[config.mk]
export PLATFORM = sky130hd
export DESIGN_NAME = melody_sequencer
export DESIGN_NICKNAME = d
export VERILOG_FILES = /design/src/rtl/melody_sequencer.sv
export SDC_FILE = /design/constraint.sdc
export NUM_CORES = 1
export LEC_CHECK = 0
export CORE_MARGIN = 2
export CORE_UTILIZATION = 67
export DETAILED_ROUTE_END_ITERATION = 10
export GPL_ROUTABILITY_DRIVEN = 1
export GPL_TIMING_DRIVEN = 0
export PLACE_DENSITY = 0.89
export SYNTH_ARGS = -nofsm -noshare
export SYNTH_HDL_FRONTEND = slang
export SYNTH_SLANG_ARGS = --single-unit
[constraint.sdc]
create_clock -name clk -period 8.3 [get_ports clk]
set_input_delay 0.83 -clock clk [delete_from_list [all_inputs] [get_ports clk]]
set_output_delay 0.83 -clock clk [all_outputs]
set_load 0.005 [all_outputs]
[src/rtl/melody_sequencer.sv]
// melody_sequencer: plays an 8-note C-major scale as a square wave on bz1.
// Define MELODY_LOOP_EN to repeat the scale until stop or rst instead of playing it once.
module melody_sequencer #(
  parameter int CLK_HZ = 50000000,
  parameter int DUR_MS = 200,
  parameter int GAP_MS = 20
) (
  input  logic       clk,
  input  logic       rst,
  input  logic       start,
  input  logic       stop,
  output logic       bz1,
  output logic       busy,
  output logic       done,
  output logic [2:0] note_idx
);
  typedef enum logic [1:0] {IDLE, LOAD, PLAY, GAP} state_t;
  localparam int FREQ [8] = '{523, 587, 659, 698, 784, 880, 988, 1047};
  localparam logic [26:0] TICK = 27'(CLK_HZ / 1000);
  localparam logic [7:0] DUR_LAST = 8'(DUR_MS - 1);
  localparam logic [7:0] GAP_LAST = 8'(GAP_MS > 0 ? GAP_MS - 1 : 0);
  state_t state, state_nxt;
  logic [2:0] idx_nxt;
  logic done_nxt, timing, tick, play_end, gap_end, hold, flip;
  logic [26:0] half_tab [8];
  logic [26:0] half, tone_cnt, pre_cnt;
  logic [7:0] ms_cnt;
  for (genvar g = 0; g < 8; g++) begin : g_half
    assign half_tab[g] = 27'(CLK_HZ / (2 * FREQ[g]));
  end
  assign busy = state != IDLE;
  assign timing = state == PLAY || state == GAP;
  assign tick = timing && pre_cnt == TICK - 27'd1;
  assign play_end = state == PLAY && tick && ms_cnt == DUR_LAST;
  assign gap_end = state == GAP && (GAP_MS == 0 || (tick && ms_cnt == GAP_LAST));
  // counters only run while staying in PLAY/GAP, so every state entry restarts them
  assign hold = timing && state_nxt == state;
  assign flip = tone_cnt == half - 27'd1;
  always_comb begin
    state_nxt = state;
    idx_nxt = note_idx;
    done_nxt = 1'b0;
    if (stop && busy) begin
      state_nxt = IDLE;
      idx_nxt = 3'd0;
    end else begin
      case (state)
        IDLE: if (start && !stop) begin
          state_nxt = LOAD;
          idx_nxt = 3'd0;
        end
        LOAD: state_nxt = PLAY;
        PLAY: if (play_end) state_nxt = GAP;
        GAP: if (gap_end) begin
          idx_nxt = note_idx + 3'd1;
`ifdef MELODY_LOOP_EN
          state_nxt = LOAD;
`else
          state_nxt = note_idx == 3'd7 ? IDLE : LOAD;
          done_nxt = note_idx == 3'd7;
`endif
        end
      endcase
    end
  end
  always_ff @(posedge clk or posedge rst) begin
    if (rst) begin
      state <= IDLE;
      note_idx <= 3'd0;
      done <= 1'b0;
      bz1 <= 1'b0;
      half <= 27'd0;
      tone_cnt <= 27'd0;
      pre_cnt <= 27'd0;
      ms_cnt <= 8'd0;
    end else begin
      state <= state_nxt;
      note_idx <= idx_nxt;
      done <= done_nxt;
      if (state == LOAD) half <= half_tab[note_idx];
      tone_cnt <= (state == PLAY && hold && !flip) ? tone_cnt + 27'd1 : 27'd0;
      bz1 <= state == PLAY && hold && (bz1 ^ flip);
      pre_cnt <= (hold && !tick) ? pre_cnt + 27'd1 : 27'd0;
      ms_cnt <= hold ? ms_cnt + 8'(tick) : 8'd0;
    end
  end
endmodule

Word-level counts from Yosys, hierarchy flattened
Memories as Yosys holds them, arrays and structs flattened. A register that Yosys moved wholly into a read port is not among the register bits.
Index checks and enable logic that the tools add are counted.
{ "totals": {"register_bits": 69, "n_memories": 1, "romBits": 216, "input_bits": 4, "word_cells": 62, "output_inout_bits": 6} }
{ "op_classes": {"reduce_logical": 20, "bitwise": 2, "eq_ne": 11, "n_addsub": 5, "muxes": 16} }
{ "mem_list": {"columns": ["memory", "words", "word_bits", "rd", "rd_clocked_by_memory_dff", "write_ports", "line_no", "rtl"], "rows": [
  ["(no name shown)", 8, 27, 1, 1, 0, "80", "if (state == LOAD) half <= half_tab[note_idx];"]
]} }
{ "ops": {"columns": ["op", "n"], "rows": [
  ["adder 27 x 1 -> 27 bit, second input constant", 2],
  ["2-to-1 mux 27 bit", 2],
  ["equality test 27 x 16 -> 1 bit, second input constant", 1],
  ["equality test 27 bit", 1],
  ["subtractor 27 x 1 -> 27 bit, second input constant", 1],
  ["logical AND 1 bit", 12],
  ["2-to-1 mux 3 bit", 3],
  ["adder 8 x 1 -> 8 bit", 1],
  ["equality test 8 x 5 -> 1 bit, second input constant", 1],
  ["equality test 8 bit, second input constant", 1],
  ["2-to-1 mux 2 bit", 4],
  ["2-to-1 mux 8 bit", 1],
  ["case mux 2 bit (4 select lines)", 1],
  ["case mux 3 bit (2 select lines)", 1],
  ["equality test 2 bit, second input constant", 2],
  ["2-to-1 mux 1 bit", 4],
  ["NOT 3 -> 4 bit", 1],
  ["adder 3 x 1 -> 3 bit, second input constant", 1],
  ["equality test 3 bit, second input constant", 1],
  ["logical NOT 1 bit", 3],
  ["inequality test 3 x 2 -> 1 bit, second input constant", 1],
  ["inequality test 3 bit, second input constant", 1],
  ["AND reduction 3 bit", 1],
  ["nonzero test 3 bit", 1],
  ["6 further kinds", 6]
]} }

Logic depth before layout (Yosys ltp)
{ "logic_depth": {"ltp_word": 13, "mapped_depth": 11, "ltp_nobuf": 10} }

Worst setup path after synthesis
No wires, ideal clock.
{ "synth_path": {"kind": "reg-to-reg", "start": "register half[9]", "end": "register tone_cnt[18]", "arrival_time_ns": 2.714, "setup_ns": 0.119, "t_required_ns": 8.181, "path_buffers": 3, "synth_period_minus_slack_ns": 2.833, "slack_ns": 5.467, "stages_incl_launch_ff": 11, "cell_sequence": "dfrtp_1 -> buf_6 -> or4_4 -> or3_1 -> a2111o_1 -> a221oi_1 -> nor4b_2 -> or4_1 -> buf_6 -> buf_8 -> nor2_1"} }
{ "synth_between": {"elab_chain_cells": 5} }
{ "synth_rtl": {"columns": ["item", "line_no", "rtl"], "rows": [
  ["from (decl)", "26", "logic [26:0] half, tone_cnt, pre_cnt;"],
  ["subtractor 27 x 1 -> 27 bit", "38", "assign flip = tone_cnt == half - 27'd1;"],
  ["equality test 27 bit", "38", null],
  ["logical NOT 1 bit", "81", "tone_cnt <= (state == PLAY && hold && !flip) ? tone_cnt + 27'd1 : 27'd0;"],
  ["logical AND 1 bit", "81", null],
  ["2-to-1 mux 27 bit", "81", null],
  ["to (signal assigned)", "81", null],
  ["to (decl)", "26", null]
]} }
No other way between the ends.
A chain may end at the register's enable or synchronous reset.

Worst setup path in the final report
Ends and elaborated chain as after synthesis.

==> results.cfg <==
[worst_setup_path]
crit_path_max_incr_delay_ns = 0.54
cp_slowest_cell = or4_4
crit_top_cell = buf_6
crit_chain = buf_6 -> or4_4 -> or3_1 -> a2111o_1 -> a221oi_1 -> nor4b_2 -> or4_1 -> buf_6 -> buf_8 -> nor2_1
crit_type = flop to flop
worst_path_dominant_cell_family = simple AND/OR/NAND/NOR gates
arrival_ns = 3.49
critPathCaptureType = flop
crit_buf_inv = 3
cp_max_fo = 10
start_kind = flop
required_ns = 8.55

[floorplanning]
io_pins = 10
core-area_mm2 = 0.00683
die_w_um = 88.4
die_h_um = 88.4
num_rows = 30
start_util_pct = 69.8
die_area_mm2 = 0.00781

[sta]
hold_viol = 0
timing.setup.tns_ns = 0
relSlewSlack_pct = 51.7
setup_viol = 0
grt_setup_unrepaired = no
slew_violations = 0
fin_crit_ns = 3.24
tightestPinTransition_ns = 0.719
max_freq_mhz = 309
period_share_pct = 39.0
fin_skew_ns = 0.00540

[power]
combPwrFrac_pct = 22.2
pwr-share-clk_pct = 27.1
switchingPower_w = 0.000308
leakage_nw = 2.11
intPower_w = 0.000636
seq_power_share_pct = 50.7
power_density_mw_per_mm2 = 183
swShare_pct = 32.6
peakVddDrop_uv = 122
power_w = 0.000944

[global_route]
grt_use_total_pct = 26.1
grt_pass1_wl_mm = 16.1
antenna_found_initial = 0
first_global_vias = 3624
grt-ovfl-total = 0
grt_max_degree = 60

[clock_network]
cts.clk_slew.worst_paths_ns = 0.08
h-tree-depth = 3
cts_resized = 0
cts-root-buf = clkbuf_8
cts_made_buffers = 9
post-cts-setup-buffers = 0
holdBufCountCts = 0
clkSinkCount = 85
clock_latency_ns = 0.36
cts_max_path_buffers = 2
cts_tree = built

[layout]
fillers = 501
diodes = 0
layout-drive-gt1-share_pct = 5.16
layout.nets = 554
area_growth_pct = 8.16

[route]
wl_per_cell_um = 14.5
routed_via_density = 5.79
drt_pre_antenna_iters = 4
vias = 3697
postRouteAntennaNets = 0
initialDrtViolationCount = 206
drc = 0
wl_mm = 9.26

[logic_synthesis]
ys.flop_type = dfrtp_1
syn-num-nets = 534
synth.most_common_cell = dfrtp_1
synth_area_per_cell_um2 = 9.21
ys_seq_area_share_pct = 44.6
synth_cells = 518
synth_area_mm2 = 0.00477
synth.distinct_cells = 50
synth-edff-count = 0
synth_top_area_share_pct = 44.6
ys_ff_latch = 85
yosys-top-cells-count = dfrtp_1 (85), nor2_1 (83), nand2_1 (50)
ys.warnings.count = 0
yosysTopAreaCell = dfrtp_1
async_flop_share_pct = 100
synth_area_leaders = dfrtp_1 (45%), xor2_1 (7.2%), nor2_1 (6.5%)

[status]
status = completed

[placement]
place_hpwl_mm = 6.69
place_congestion = 0.841
portBuffers = 8

[flow_run]
cap_viol_max_count = 0

[worst_hold_path]
hp-class = flop to flop
## final cells by class
type / instances / area, um2 / area share [%]
multi-input cells: 401 / 2490 / 48.2
plain buffers: 16 / 97.6 / 1.89
inverters: 16 / 62.6 / 1.21
well taps: 96 / 120 / 2.33
clock inverters: 5 / 27.5 / 0.533
clock buffers: 11 / 131 / 2.55
repair buffers: 9 / 108 / 2.09
flip-flops and latches: 85 / 2130 / 41.2
## state kept, by name, indices dropped and copies added, names as in the netlist
register	cells
ms_cnt	8
done	1
tone_cnt	27
note_idx	3
half	16
state	2
bz1	1
pre_cnt	27
## stage by stage
step / instances / area, um2 / utilization [%] / worst slack, ns / hold WS (ns)
floorplan: 518 / 4770 / - / 5.28 / 0.433
global placement: 622 / 4970 / 72.8 / 4.12 / 0.446
detailed placement: 623 / 5000 / 73.2 / 5.10 / 0.457
CTS: 639 / 5160 / 75.5 / 5.08 / 0.467
global route: 639 / 5160 / 75.5 / 4.95 / 0.523
finish: 639 / 5160 / 75.5 / 5.06 / 0.469
## routing by layer
| metal | wire (um) | up-vias | GRT usage [%] |
|---|---|---|---|
| li1 | - | 1830 | - |
| met1 | 4110 | 1785 | 31.7 |
| met2 | 4580 | 61 | 44.9 |
| met3 | 334 | 21 | 5.04 |
| met4 | 233 | 0 | 12.4 |
| met5 | 0 | - | 0 |
## power by group through the flow
stage | Combinational [W] | Sequential, W | Clock (W)
final | 0.000210 | 0.000479 | 0.000256
after global routing | 0.000237 | 0.000485 | 0.000278
after CTS | 0.000210 | 0.000478 | 0.000259
after detailed placement | 0.000207 | 0.000487 | 0
after global placement | 0.000199 | 0.000485 | 0
after floorplan | 0.000164 | 0.000478 | 0
## cells in the final DEF, fill, tap and decap left out, drive strengths merged, types with 2 or more instances in the layout
cell type | Yosys | final
or4 | 4 | 4
o211ai | 4 | 4
xnor2 | 35 | 35
nor2b | 7 | 7
buf | 4 | 5
and3 | 12 | 12
and3b | 3 | 3
nand2 | 50 | 50
nor3b | 5 | 5
a21oi | 9 | 9
nand3 | 30 | 30
nor3 | 15 | 15
mux2i | 3 | 3
o21ai | 21 | 21
nor4b | 5 | 5
nand2b | 4 | 4
inv | 16 | 16
xor2 | 39 | 39
mux2 | 3 | 3
a21o | 2 | 2
nor2 | 83 | 83
nor4bb | 2 | 2
and2 | 4 | 4
or3 | 4 | 4
clkinv | 0 | 4
o31ai | 3 | 3
nand4 | 16 | 16
and4 | 4 | 4
a211o | 2 | 2
clkdlybuf4s50 | 0 | 8
dfrtp | 85 | 85
ha | 12 | 12
clkbuf | 12 | 23
nor4 | 7 | 7
## final timing paths
| path | from | slack, ns | endpoint | cells past startpoint |
|---|---|---|---|---|
| setup / recovery | half[9] | 5.06 | tone_cnt[18] | 10 |
| hold / removal | pre_cnt[0] | 0.47 | pre_cnt[0] | 1 |
| setup reg to reg | half[9] | 5.06 | tone_cnt[18] | 10 |
| hold reg to reg | pre_cnt[0] | 0.47 | pre_cnt[0] | 1 |
| max in group asynchronous | rst | 6.92 | pre_cnt[21] | 3 |
| min in group asynchronous | rst | 0.80 | tone_cnt[20] | 2 |
## worst reg2reg max path, stage by stage (launching register included)
cell and delay (ns):
dfrtp_1 0.39, buf_6 0.14, or4_4 0.54, or3_1 0.35, a2111o_1 0.42, a221oi_1 0.27, nor4b_2 0.47, or4_1 0.20
buf_6 0.15, buf_8 0.15, nor2_1 0.06
## cell families after synthesis
logic type               share of synthesized area [%]
adder cells (fa/ha/maj)                           3.15
multiplexers                                      1.34
XOR/XNOR                                          13.6
AND/OR/NAND/NOR                                   27.4
AO/OA/AOI/OAI                                     6.69
flip-flops                                        44.6
buffers and inverters                             3.30
No activity file was read; power rests on OpenSTA's default activity.
